File: config.mk
export PLATFORM = sky130hd
export DESIGN_NAME = glb_store_dma_packer_flat
export DESIGN_NICKNAME = d
export VERILOG_FILES = /design/src/rtl/glb_store_dma_packer_if.sv /design/src/rtl/glb_store_dma_packer.sv /design/src/flat_wrapper.sv
export SDC_FILE = /design/constraint.sdc
export NUM_CORES = 1
export LEC_CHECK = 0
export CAP_MARGIN = 5
export CORE_MARGIN = 2
export CORE_UTILIZATION = 52
export CTS_CLUSTER_SIZE = 25
export DETAILED_ROUTE_END_ITERATION = 10
export PLACE_DENSITY_LB_ADDON = 0.08
export SLEW_MARGIN = 40
export SYNTH_ARGS = -nofsm -noshare
export SYNTH_HDL_FRONTEND = slang
export SYNTH_SLANG_ARGS = --single-unit
File: constraint.sdc
create_clock -name clk -period 5 [get_ports clk]
set_input_delay 1.5 -clock clk [delete_from_list [all_inputs] [get_ports clk]]
set_output_delay 1.5 -clock clk [all_outputs]
set_load 0.1 [all_outputs]
File: src/rtl/glb_store_dma_packer_if.sv
// Stream-in / bank-write-out signal bundle for the GLB store DMA packer.
// slave is the packer's view; master is the CGRA/bank-side view.
interface glb_store_dma_packer_if #(
  parameter int unsigned CGRA_DATA_WIDTH = 16,
  parameter int unsigned BANK_DATA_WIDTH = 64,
  parameter int unsigned BANK_STRB_WIDTH = 8,
  parameter int unsigned GLB_ADDR_WIDTH  = 19
);
  logic [CGRA_DATA_WIDTH-1:0] strm_data_in;
  logic                       strm_valid_in;
  logic                       strm_ready_out;
  logic                       wr_en_out;
  logic [GLB_ADDR_WIDTH-1:0]  wr_addr_out;
  logic [BANK_DATA_WIDTH-1:0] wr_data_out;
  logic [BANK_STRB_WIDTH-1:0] wr_strb_out;
  logic                       wr_ready_in;

  modport slave (
    input  strm_data_in, strm_valid_in, wr_ready_in,
    output strm_ready_out, wr_en_out, wr_addr_out, wr_data_out, wr_strb_out
  );

  modport master (
    output strm_data_in, strm_valid_in, wr_ready_in,
    input  strm_ready_out, wr_en_out, wr_addr_out, wr_data_out, wr_strb_out
  );
endinterface

File: src/rtl/glb_store_dma_packer.sv
// GLB store DMA: packs 16-bit stream words into strobed 64-bit bank writes via a small FIFO.
// Optional GLB_ST_DMA_CYCLE_COUNT_EN adds a saturating busy-cycle counter output.
module glb_store_dma_packer #(
  parameter int unsigned CGRA_DATA_WIDTH      = 16,
  parameter int unsigned BANK_DATA_WIDTH      = 64,
  parameter int unsigned BANK_STRB_WIDTH      = 8,
  parameter int unsigned GLB_ADDR_WIDTH       = 19,
  parameter int unsigned STORE_DMA_FIFO_DEPTH = 4,
  parameter int unsigned MAX_NUM_WORDS_WIDTH  = 16
) (
  input  logic                           clk,
  input  logic                           rst_n,
  input  logic                           cfg_start,
  input  logic [1:0]                     cfg_mode,
  input  logic [GLB_ADDR_WIDTH-1:0]      cfg_start_addr,
  input  logic [MAX_NUM_WORDS_WIDTH-1:0] cfg_num_words,
  glb_store_dma_packer_if.slave          bus,
  output logic                           busy_out,
  output logic                           done_pulse_out,
  output logic                           overflow_out
`ifdef GLB_ST_DMA_CYCLE_COUNT_EN
  ,
  output logic [15:0]                    cycle_count_out
`endif
);

  localparam int unsigned Lanes     = BANK_DATA_WIDTH / CGRA_DATA_WIDTH;
  localparam int unsigned LaneW     = (Lanes > 1) ? $clog2(Lanes) : 1;
  localparam int unsigned LaneBytes = CGRA_DATA_WIDTH / 8;
  localparam int unsigned PtrW      = $clog2(STORE_DMA_FIFO_DEPTH);
  localparam int unsigned CntW      = PtrW + 1;
  localparam logic [1:0]  ModeValid  = 2'd0;
  localparam logic [1:0]  ModeStatic = 2'd2;

  typedef enum logic [1:0] {StIdle, StRun, StDrain, StDone} state_e;

  state_e                         state_q, state_d;
  logic [1:0]                     mode_q, mode_d;
  logic [GLB_ADDR_WIDTH-1:0]      addr_q, addr_d;
  logic [MAX_NUM_WORDS_WIDTH-1:0] rem_q, rem_d;
  logic [LaneW-1:0]               lane_q, lane_d;
  logic [BANK_DATA_WIDTH-1:0]     pack_data_q, pack_data_d, pack_data_acc;
  logic [BANK_STRB_WIDTH-1:0]     pack_strb_q, pack_strb_d, pack_strb_acc;
  logic                           overflow_q, overflow_d;

  logic [GLB_ADDR_WIDTH-1:0]  fifo_addr_q [STORE_DMA_FIFO_DEPTH];
  logic [BANK_DATA_WIDTH-1:0] fifo_data_q [STORE_DMA_FIFO_DEPTH];
  logic [BANK_STRB_WIDTH-1:0] fifo_strb_q [STORE_DMA_FIFO_DEPTH];
  logic [PtrW-1:0]            wr_ptr_q, rd_ptr_q;
  logic [CntW-1:0]            count_q;

  logic fifo_full, fifo_empty, start_acc, strm_ready, accept;
  logic last_word, need_push, push, drop, pop;

  assign fifo_full  = (count_q == CntW'(STORE_DMA_FIFO_DEPTH));
  assign fifo_empty = (count_q == '0);
  assign start_acc  = cfg_start && (state_q == StIdle);
  assign last_word  = (rem_q == MAX_NUM_WORDS_WIDTH'(1));
  assign need_push  = accept && ((lane_q == LaneW'(Lanes - 1)) || last_word);
  // VALID mode cannot stall the source, so a full FIFO loses the packed entry.
  assign push       = need_push && !fifo_full;
  assign drop       = need_push && fifo_full;
  assign pop        = !fifo_empty && bus.wr_ready_in;

  always_comb begin
    strm_ready = 1'b0;
    accept     = 1'b0;
    if (state_q == StRun && rem_q != '0) begin
      if (mode_q == ModeValid) begin
        strm_ready = 1'b1;
        accept     = bus.strm_valid_in;
      end else if (mode_q == ModeStatic) begin
        strm_ready = !fifo_full;
        accept     = !fifo_full;
      end else begin
        strm_ready = !fifo_full;
        accept     = bus.strm_valid_in && !fifo_full;
      end
    end
  end

  always_comb begin
    pack_data_acc = pack_data_q;
    pack_strb_acc = pack_strb_q;
    for (int unsigned l = 0; l < Lanes; l++) begin
      if (lane_q == LaneW'(l)) begin
        pack_data_acc[l*CGRA_DATA_WIDTH +: CGRA_DATA_WIDTH] = bus.strm_data_in;
        pack_strb_acc[l*LaneBytes +: LaneBytes]             = '1;
      end
    end
  end

  always_comb begin
    state_d = state_q;
    unique case (state_q)
      StIdle:  if (cfg_start) state_d = StRun;
      StRun:   if (rem_q == '0 || (accept && last_word)) state_d = StDrain;
      StDrain: if (fifo_empty) state_d = StDone;
      StDone:  state_d = StIdle;
      default: state_d = StIdle;
    endcase
  end

  always_comb begin
    mode_d      = mode_q;
    addr_d      = addr_q;
    rem_d       = rem_q;
    lane_d      = lane_q;
    pack_data_d = pack_data_q;
    pack_strb_d = pack_strb_q;
    overflow_d  = overflow_q;
    if (start_acc) begin
      mode_d      = cfg_mode;
      addr_d      = cfg_start_addr & ~GLB_ADDR_WIDTH'(BANK_STRB_WIDTH - 1);
      rem_d       = cfg_num_words;
      lane_d      = '0;
      pack_data_d = '0;
      pack_strb_d = '0;
      overflow_d  = 1'b0;
    end else if (accept) begin
      rem_d = rem_q - MAX_NUM_WORDS_WIDTH'(1);
      if (need_push) begin
        // Address advances even on a dropped entry so later writes keep their slots.
        addr_d      = addr_q + GLB_ADDR_WIDTH'(BANK_STRB_WIDTH);
        lane_d      = '0;
        pack_data_d = '0;
        pack_strb_d = '0;
        if (drop) overflow_d = 1'b1;
      end else begin
        lane_d      = lane_q + LaneW'(1);
        pack_data_d = pack_data_acc;
        pack_strb_d = pack_strb_acc;
      end
    end
  end

  always_ff @(posedge clk or negedge rst_n) begin
    if (!rst_n) begin
      state_q     <= StIdle;
      mode_q      <= '0;
      addr_q      <= '0;
      rem_q       <= '0;
      lane_q      <= '0;
      pack_data_q <= '0;
      pack_strb_q <= '0;
      overflow_q  <= 1'b0;
    end else begin
      state_q     <= state_d;
      mode_q      <= mode_d;
      addr_q      <= addr_d;
      rem_q       <= rem_d;
      lane_q      <= lane_d;
      pack_data_q <= pack_data_d;
      pack_strb_q <= pack_strb_d;
      overflow_q  <= overflow_d;
    end
  end

  always_ff @(posedge clk or negedge rst_n) begin
    if (!rst_n) begin
      for (int i = 0; i < STORE_DMA_FIFO_DEPTH; i++) begin
        fifo_addr_q[i] <= '0;
        fifo_data_q[i] <= '0;
        fifo_strb_q[i] <= '0;
      end
      wr_ptr_q <= '0;
      rd_ptr_q <= '0;
      count_q  <= '0;
    end else begin
      if (push) begin
        fifo_addr_q[wr_ptr_q] <= addr_q;
        fifo_data_q[wr_ptr_q] <= pack_data_acc;
        fifo_strb_q[wr_ptr_q] <= pack_strb_acc;
        wr_ptr_q              <= wr_ptr_q + PtrW'(1);
      end
      if (pop) rd_ptr_q <= rd_ptr_q + PtrW'(1);
      count_q <= count_q + CntW'(push) - CntW'(pop);
    end
  end

`ifdef GLB_ST_DMA_CYCLE_COUNT_EN
  logic [15:0] cyc_q;
  always_ff @(posedge clk or negedge rst_n) begin
    if (!rst_n) begin
      cyc_q <= '0;
    end else if (start_acc) begin
      cyc_q <= '0;
    end else if (busy_out && cyc_q != 16'hFFFF) begin
      cyc_q <= cyc_q + 16'd1;
    end
  end
  assign cycle_count_out = cyc_q;
`endif

  assign bus.strm_ready_out = strm_ready;
  assign bus.wr_en_out      = !fifo_empty;
  assign bus.wr_addr_out    = fifo_addr_q[rd_ptr_q];
  assign bus.wr_data_out    = fifo_data_q[rd_ptr_q];
  assign bus.wr_strb_out    = fifo_strb_q[rd_ptr_q];
  assign busy_out           = (state_q == StRun) || (state_q == StDrain);
  assign done_pulse_out     = (state_q == StDone);
  assign overflow_out       = overflow_q;

endmodule
File: src/flat_wrapper.sv
// flat-port wrapper written by rule: the top's interface ports become plain ports
module glb_store_dma_packer_flat 
#(
  parameter int unsigned CGRA_DATA_WIDTH      = 16,
  parameter int unsigned BANK_DATA_WIDTH      = 64,
  parameter int unsigned BANK_STRB_WIDTH      = 8,
  parameter int unsigned GLB_ADDR_WIDTH       = 19,
  parameter int unsigned STORE_DMA_FIFO_DEPTH = 4,
  parameter int unsigned MAX_NUM_WORDS_WIDTH  = 16
)
  (clk, rst_n, cfg_start, cfg_mode, cfg_start_addr, cfg_num_words, busy_out, done_pulse_out, overflow_out, bus_strm_data_in, bus_strm_valid_in, bus_wr_ready_in, bus_strm_ready_out, bus_wr_en_out, bus_wr_addr_out, bus_wr_data_out, bus_wr_strb_out);
  glb_store_dma_packer_if #(.CGRA_DATA_WIDTH(CGRA_DATA_WIDTH), .BANK_DATA_WIDTH(BANK_DATA_WIDTH), .BANK_STRB_WIDTH(BANK_STRB_WIDTH), .GLB_ADDR_WIDTH(GLB_ADDR_WIDTH)) bus_i ();
  input  logic clk;
  input  logic rst_n;
  input  logic cfg_start;
  input  logic [1:0] cfg_mode;
  input  logic [GLB_ADDR_WIDTH-1:0] cfg_start_addr;
  input  logic [MAX_NUM_WORDS_WIDTH-1:0] cfg_num_words;
  output logic busy_out;
  output logic done_pulse_out;
  output logic overflow_out;
  input wire logic [$bits(bus_i.strm_data_in)-1:0] bus_strm_data_in;
  input wire logic [$bits(bus_i.strm_valid_in)-1:0] bus_strm_valid_in;
  input wire logic [$bits(bus_i.wr_ready_in)-1:0] bus_wr_ready_in;
  output wire logic [$bits(bus_i.strm_ready_out)-1:0] bus_strm_ready_out;
  output wire logic [$bits(bus_i.wr_en_out)-1:0] bus_wr_en_out;
  output wire logic [$bits(bus_i.wr_addr_out)-1:0] bus_wr_addr_out;
  output wire logic [$bits(bus_i.wr_data_out)-1:0] bus_wr_data_out;
  output wire logic [$bits(bus_i.wr_strb_out)-1:0] bus_wr_strb_out;
  assign bus_i.strm_data_in = bus_strm_data_in;
  assign bus_i.strm_valid_in = bus_strm_valid_in;
  assign bus_i.wr_ready_in = bus_wr_ready_in;
  assign bus_strm_ready_out = bus_i.strm_ready_out;
  assign bus_wr_en_out = bus_i.wr_en_out;
  assign bus_wr_addr_out = bus_i.wr_addr_out;
  assign bus_wr_data_out = bus_i.wr_data_out;
  assign bus_wr_strb_out = bus_i.wr_strb_out;
  glb_store_dma_packer #(.CGRA_DATA_WIDTH(CGRA_DATA_WIDTH), .BANK_DATA_WIDTH(BANK_DATA_WIDTH), .BANK_STRB_WIDTH(BANK_STRB_WIDTH), .GLB_ADDR_WIDTH(GLB_ADDR_WIDTH), .STORE_DMA_FIFO_DEPTH(STORE_DMA_FIFO_DEPTH), .MAX_NUM_WORDS_WIDTH(MAX_NUM_WORDS_WIDTH)) u_core (.clk(clk), .rst_n(rst_n), .cfg_start(cfg_start), .cfg_mode(cfg_mode), .cfg_start_addr(cfg_start_addr), .cfg_num_words(cfg_num_words), .bus(bus_i), .busy_out(busy_out), .done_pulse_out(done_pulse_out), .overflow_out(overflow_out));
endmodule
# == Word-level counts from Yosys, hierarchy flattened ==
# Cells that the tools add are included.
# classes
addsub,7
reduce_logical,26
n_bitwise,2
muxes,53
order_cmp,3
div_mod_pow,0
eq_ne,12
shift,0
mul,0
# ops
operator,n
64-bit two-way mux,6
256-bit bitwise mux,1
64-bit binary-select mux with 2-bit select,1
64-bit demux with 2-bit select,1
19-bit two-way mux,6
16-bit two-way mux,6
76-bit bitwise mux,1
8-bit two-way mux,6
19-bit binary-select mux with 2-bit select,1
19-bit demux with 2-bit select,1
32-bit bitwise mux,1
2-bit two-way mux,10
19-bit by 4-bit adder with 19-bit output (second input constant),1
8-bit binary-select mux with 2-bit select,1
8-bit demux with 2-bit select,1
16-bit by 1-bit equality test with 1-bit output (second input constant),1
16-bit zero test,1
16-bit nonzero test,1
16-bit by 1-bit subtractor with 16-bit output (second input constant),1
2-bit equality test (second input constant),5
1-bit logical AND,9
1-bit two-way mux,9
2-bit one-hot mux with 4 select lines,1
2-bit by 1-bit adder with 2-bit output (second input constant),3
other kinds (16),28
# word_totals
regBits,485
latchBits,0
mem_bits_rw,0
n_memories,0
inputBits,58
elab_cells,126
romBits,0

# == Logic depth before layout (Yosys ltp) ==
# depth
depth_word,12
ltp_mapped,12
mapped_depth_nobuf,10

# == Least setup slack after synthesis ==
# Ideal clock, no wire load.
# synth_path
kind,register to output
startpoint,register u_core.rem_q[4]
endpoint,output bus_strm_ready_out
t_required_ns,3.500
path_slack_ns,0.992
arrival_time_ns,2.508
n_path_buf,2
path_stages_with_launch,6
path_cell_list,dfrtp_1 or4_1 buf_2 nor4_1 clkbuf_1 a21oi_1
# synth_via
elab_chain_cells,3
# synth_rtl
element,line,source
from (decl),glb_store_dma_packer.sv:40,"logic [MAX_NUM_WORDS_WIDTH-1:0] rem_q, rem_d;"
from (signal assigned),glb_store_dma_packer.sv:151,rem_q <= rem_d;
16-bit nonzero test,glb_store_dma_packer.sv:68,if (state_q == StRun && rem_q != '0) begin
1-bit logical AND,glb_store_dma_packer.sv:68,
1-bit two-way mux,glb_store_dma_packer.sv:68,
to (decl),flat_wrapper.sv:25,output wire logic [$bits(bus_i.strm_ready_out)-1:0] bus_strm_ready_out;
# Every way passes these cells.

# == Final worst setup path ==
# layout_path
startpoint,register u_core.rd_ptr_q[0]
endpoint,output bus_wr_data_out[39]
# layout_via
elab_chain_cells,4
# layout_rtl
element,line,source
from (decl),glb_store_dma_packer.sv:49,"logic [PtrW-1:0] wr_ptr_q, rd_ptr_q;"
from (signal assigned),glb_store_dma_packer.sv:176,if (pop) rd_ptr_q <= rd_ptr_q + PtrW'(1);
2-bit inverter with 3-bit output (implied by the code),glb_store_dma_packer.sv:198,assign bus.wr_data_out = fifo_data_q[rd_ptr_q];
64-bit binary-select mux with 2-bit select,glb_store_dma_packer.sv:198,
64-bit two-way mux (implied by the code) (2 in a row),glb_store_dma_packer.sv:198,
to (decl),flat_wrapper.sv:28,output wire logic [$bits(bus_i.wr_data_out)-1:0] bus_wr_data_out;
# Every way passes these cells. The select of a mux whose other input is x is not followed.

==> results.md <==
* Setup Viol. Count Final at 0
* Core Box Area at 41000 sq um
* CTS resizes at 0
* CP Buf/Inv Count at 2
* Initial DRC count at 754
* N_diodes at 0
* EDFF count, synth at 0
* Top delay family on crit path: flip-flops
* Hold Path End: u_core.count_q[2]$_DFF_PN0_
* Clk_lat worst skew at 0.59 ns
* CTS tree: built
* Post-DRT Antenna Nets at 0
* Syn Inst Count at 1427
* Global route total overflow at 0
* Number of global-route vias before repair at 13.3k
* Hold Crit Start: u_core.count_q[2]$_DFF_PN0_
* Max-slew violations at 0
* Setup slack at placement at 0.732 ns
* Slowest-stage cell, CP: dfrtp_4
* Max VDD drop at 0.607 mV
* DRC Markers at 0
* Fin crit share at 0.851
* # H-tree levels at 2
* Met2 Use GR at 0.368
* FFs w/ async S/R, synth at 1.00
* Row count at 74
* WHS at 0.485 ns
* Synth unique cells at 57
* Power consumption at 13.2 mW
* Nets at 1633
* Vias post-DR at 12.6k
* Area Growth Syn to Fin at 16.1%
* R2R Setup Slk at 1.31 ns
* Final Wtd Congestion at 0.798
* # port buffers at 147
* CP endpoint kind: output pin
* Clock Path Buffers at 3
* Max stage delay on crit path at 0.84 ns
* DP HPWL at 30400 um
* Grt peak-use layer: met2
* First-pass GRT wire length at 79400 um
* Clock-pin slew on the worst setup and hold paths at 0.06 ns
* Worst Hold Class: reg -> reg
* Drt wl/cell at 23.5 um
* Crit Path Class: reg -> out
* CP Cell Sequence: buf_4 -> mux4_2 -> buf_4
* Leakage at 12.4 nW
* Pwr/cell area at 526 nW/um^2
* Final Hold Viols at 0
* Total track usage at 0.237
* Via/cell ratio at 5.96
* Relative slew slack at 0.471
* Top cell type's share of synthesized area at 0.543
* RR Endpoint: u_core.fifo_strb_q[12]$_DFFE_PN0P_
* Final Critical Period at 4.25 ns
* Worst hold path depth at 1
* Clock skew at 0.0142 ns
* Max_cap viols at 0
* Synth Warn # at 0
* Crit path required time at 3.50 ns
* Mapped cell area at 21700 sq um
* CTS Buf Count at 50
* Clock root cell: clkbuf_16
* RSZ-0062 raised after global routing: no
* Worst-margin pin slew at 0.774 ns
* Arrival time worst endpoint at 2.75 ns
* Worst setup SP type: register
* Routed WL at 49900 um
* Die area at 43300 sq um
* Seq/Total Area, Yosys at 0.543
* Critical R2R Launch: u_core.rem_q[4]$_DFFE_PN0P_
* Share of cells above drive strength 1 at 0.463
* Cell mode on critical path: buf_4
* CP Max Fanout at 30
* Initial antenna violation count at 3
* Synth Register Bits at 470
* Fillcell total at 3129
* Fin Setup TNS at 0 ns
* I/O pin total at 154
* Cell depth of the worst flop-to-flop path at 6
* Setup Buffers After CTS at 0
* Starting Density at 0.528
* Top FF cell, synth: dfrtp_1
* Cells taking the most area after synthesis: dfrtp_1 (54%), mux2_2 (18%), mux4_2 (9.1%), mux2_4 (5.5%), a22o_1 (2.7%)
* Grt met3 use at 0.0388
* Initial DRT Pass Iterations at 5
* Post-synth top area cell: dfrtp_1
* Met1 usage at 0.351
* Post-Route Utilization at 0.614
* Height of the die at 208 um
* Syn Area/Cell at 15.2 sq um
* Sink Count at 470
* Largest net degree at the start of global routing at 79
* CTS Hold Bufs at 0
* Die Width at 208 um
* Worst setup margin at 0.747 ns
* Status: finished, final reports clean
* Fmax at 235 MHz
-- worst max-delay path by stage --
stage,start,end,slack [ns],cells past startpoint
floorplan,u_core.rem_q[4]$_DFFE_PN0P_,bus_strm_ready_out,0.99,5
global placement,bus_strm_valid_in,u_core.fifo_data_q[44]$_DFFE_PN0P_,0.76,6
detailed placement,bus_strm_valid_in,u_core.fifo_data_q[28]$_DFFE_PN0P_,0.73,6
CTS,u_core.rd_ptr_q[0]$_DFFE_PN0P_,bus_wr_data_out[23],0.65,3
global route,u_core.rd_ptr_q[0]$_DFFE_PN0P_,bus_wr_data_out[42],0.57,3
finish,u_core.rd_ptr_q[0]$_DFFE_PN0P_,bus_wr_data_out[39],0.75,3
-- per-layer routing --
metal	wire length (um)	part of all wire	vias up
met3	2100	0.042	66
met5	0	0	-
li1	-	-	5590
met1	23700	0.47	6738
met4	1030	0.021	0
met2	23100	0.46	248
-- per-stage QoR --
step           instances  cell area, sq um
2_1_floorplan       1429             21700
3_3_place_gp        2035             23500
4_1_cts             2122             25200
3_5_place_dp        2036             23500
5_1_grt             2122             25200
6_report            2122             25200
-- cell families after synthesis --
kind of cell | synth area share
AND/OR/NAND/NOR | 0.0353
buffers and inverters | 0.0274
XOR/XNOR | 0.00768
flip-flops | 0.543
other | 0.000173
multiplexers | 0.324
AO/OA/AOI/OAI | 0.0514
adder cells (fa/ha/maj) | 0.0113
-- report_power, final --
part           switching, mW  internal [mW]
clock network           1.50           2.17
registers              0.666           4.51
logic                   2.68           1.69
total                   4.85           8.37
-- sequential cells by signal, summed over array words and instances, names as in the netlist --
| signal | cells |
|---|---|
| u_core.rem_q | 16 |
| u_core.wr_ptr_q | 2 |
| u_core.pack_data_q | 64 |
| u_core.rd_ptr_q | 2 |
| u_core.mode_q | 2 |
| u_core.lane_q | 2 |
| u_core.count_q | 3 |
| u_core.fifo_addr_q | 64 |
| u_core.addr_q | 16 |
| u_core.fifo_data_q | 256 |
| u_core.overflow_out | 1 |
| u_core.fifo_strb_q | 32 |
| u_core.state_q | 2 |
| u_core.pack_strb_q | 8 |
-- placed cells by master (no fill, tap or decap), types with 3 or more instances in the layout --
cell type        instances
conb_1                   3
a21oi_1                 11
or3_1                   10
clkinvlp_4               3
a22o_1                  66
o311ai_0                 3
nand2_4                  4
mux2i_1                  3
or4_1                    6
a31oi_1                 13
and2_1                   4
xnor2_1                 13
nor3_1                   7
nor4_1                   8
dfrtp_1                468
clkbuf_1                 9
inv_1                   17
and3_1                   7
ha_1                    17
nor2_1                  29
or2_2                   11
mux2_2                 338
mux2_4                  80
clkinv_2                 4
buf_12                  14
o21ai_0                 26
buf_4                  105
clkbuf_16               53
mux4_2                  88
buf_2                    4
clkdlybuf4s50_1         53
nand3_1                 10
clkbuf_8                17
nand4_1                  9
xor2_1                   6
nand2_1                 34
-- synth_stat cells (all sizes together) (10+ instances only) --
cell and instances:
a22o 66, or3 10, o21ai 26, nand2 38
xnor2 13, mux4 88, nor2 30, buf 56
clkbuf 47, a31oi 13, a21oi 11, inv 17
dfrtp 470, ha 18, nand3 10, mux2 418
or2 11
-- area by class of cell --
cell class	instances	area, sq um	share of cell area
inverters	17	63.8	0.00254
flip-flops and latches	470	11800	0.468
clock inverters	7	42.5	0.00169
multi-input cells	839	9370	0.372
repair buffers	178	1660	0.0660
clock buffers	79	1590	0.0633
well taps	532	666	0.0264
Note: power is estimated with default switching activity, not from simulation.
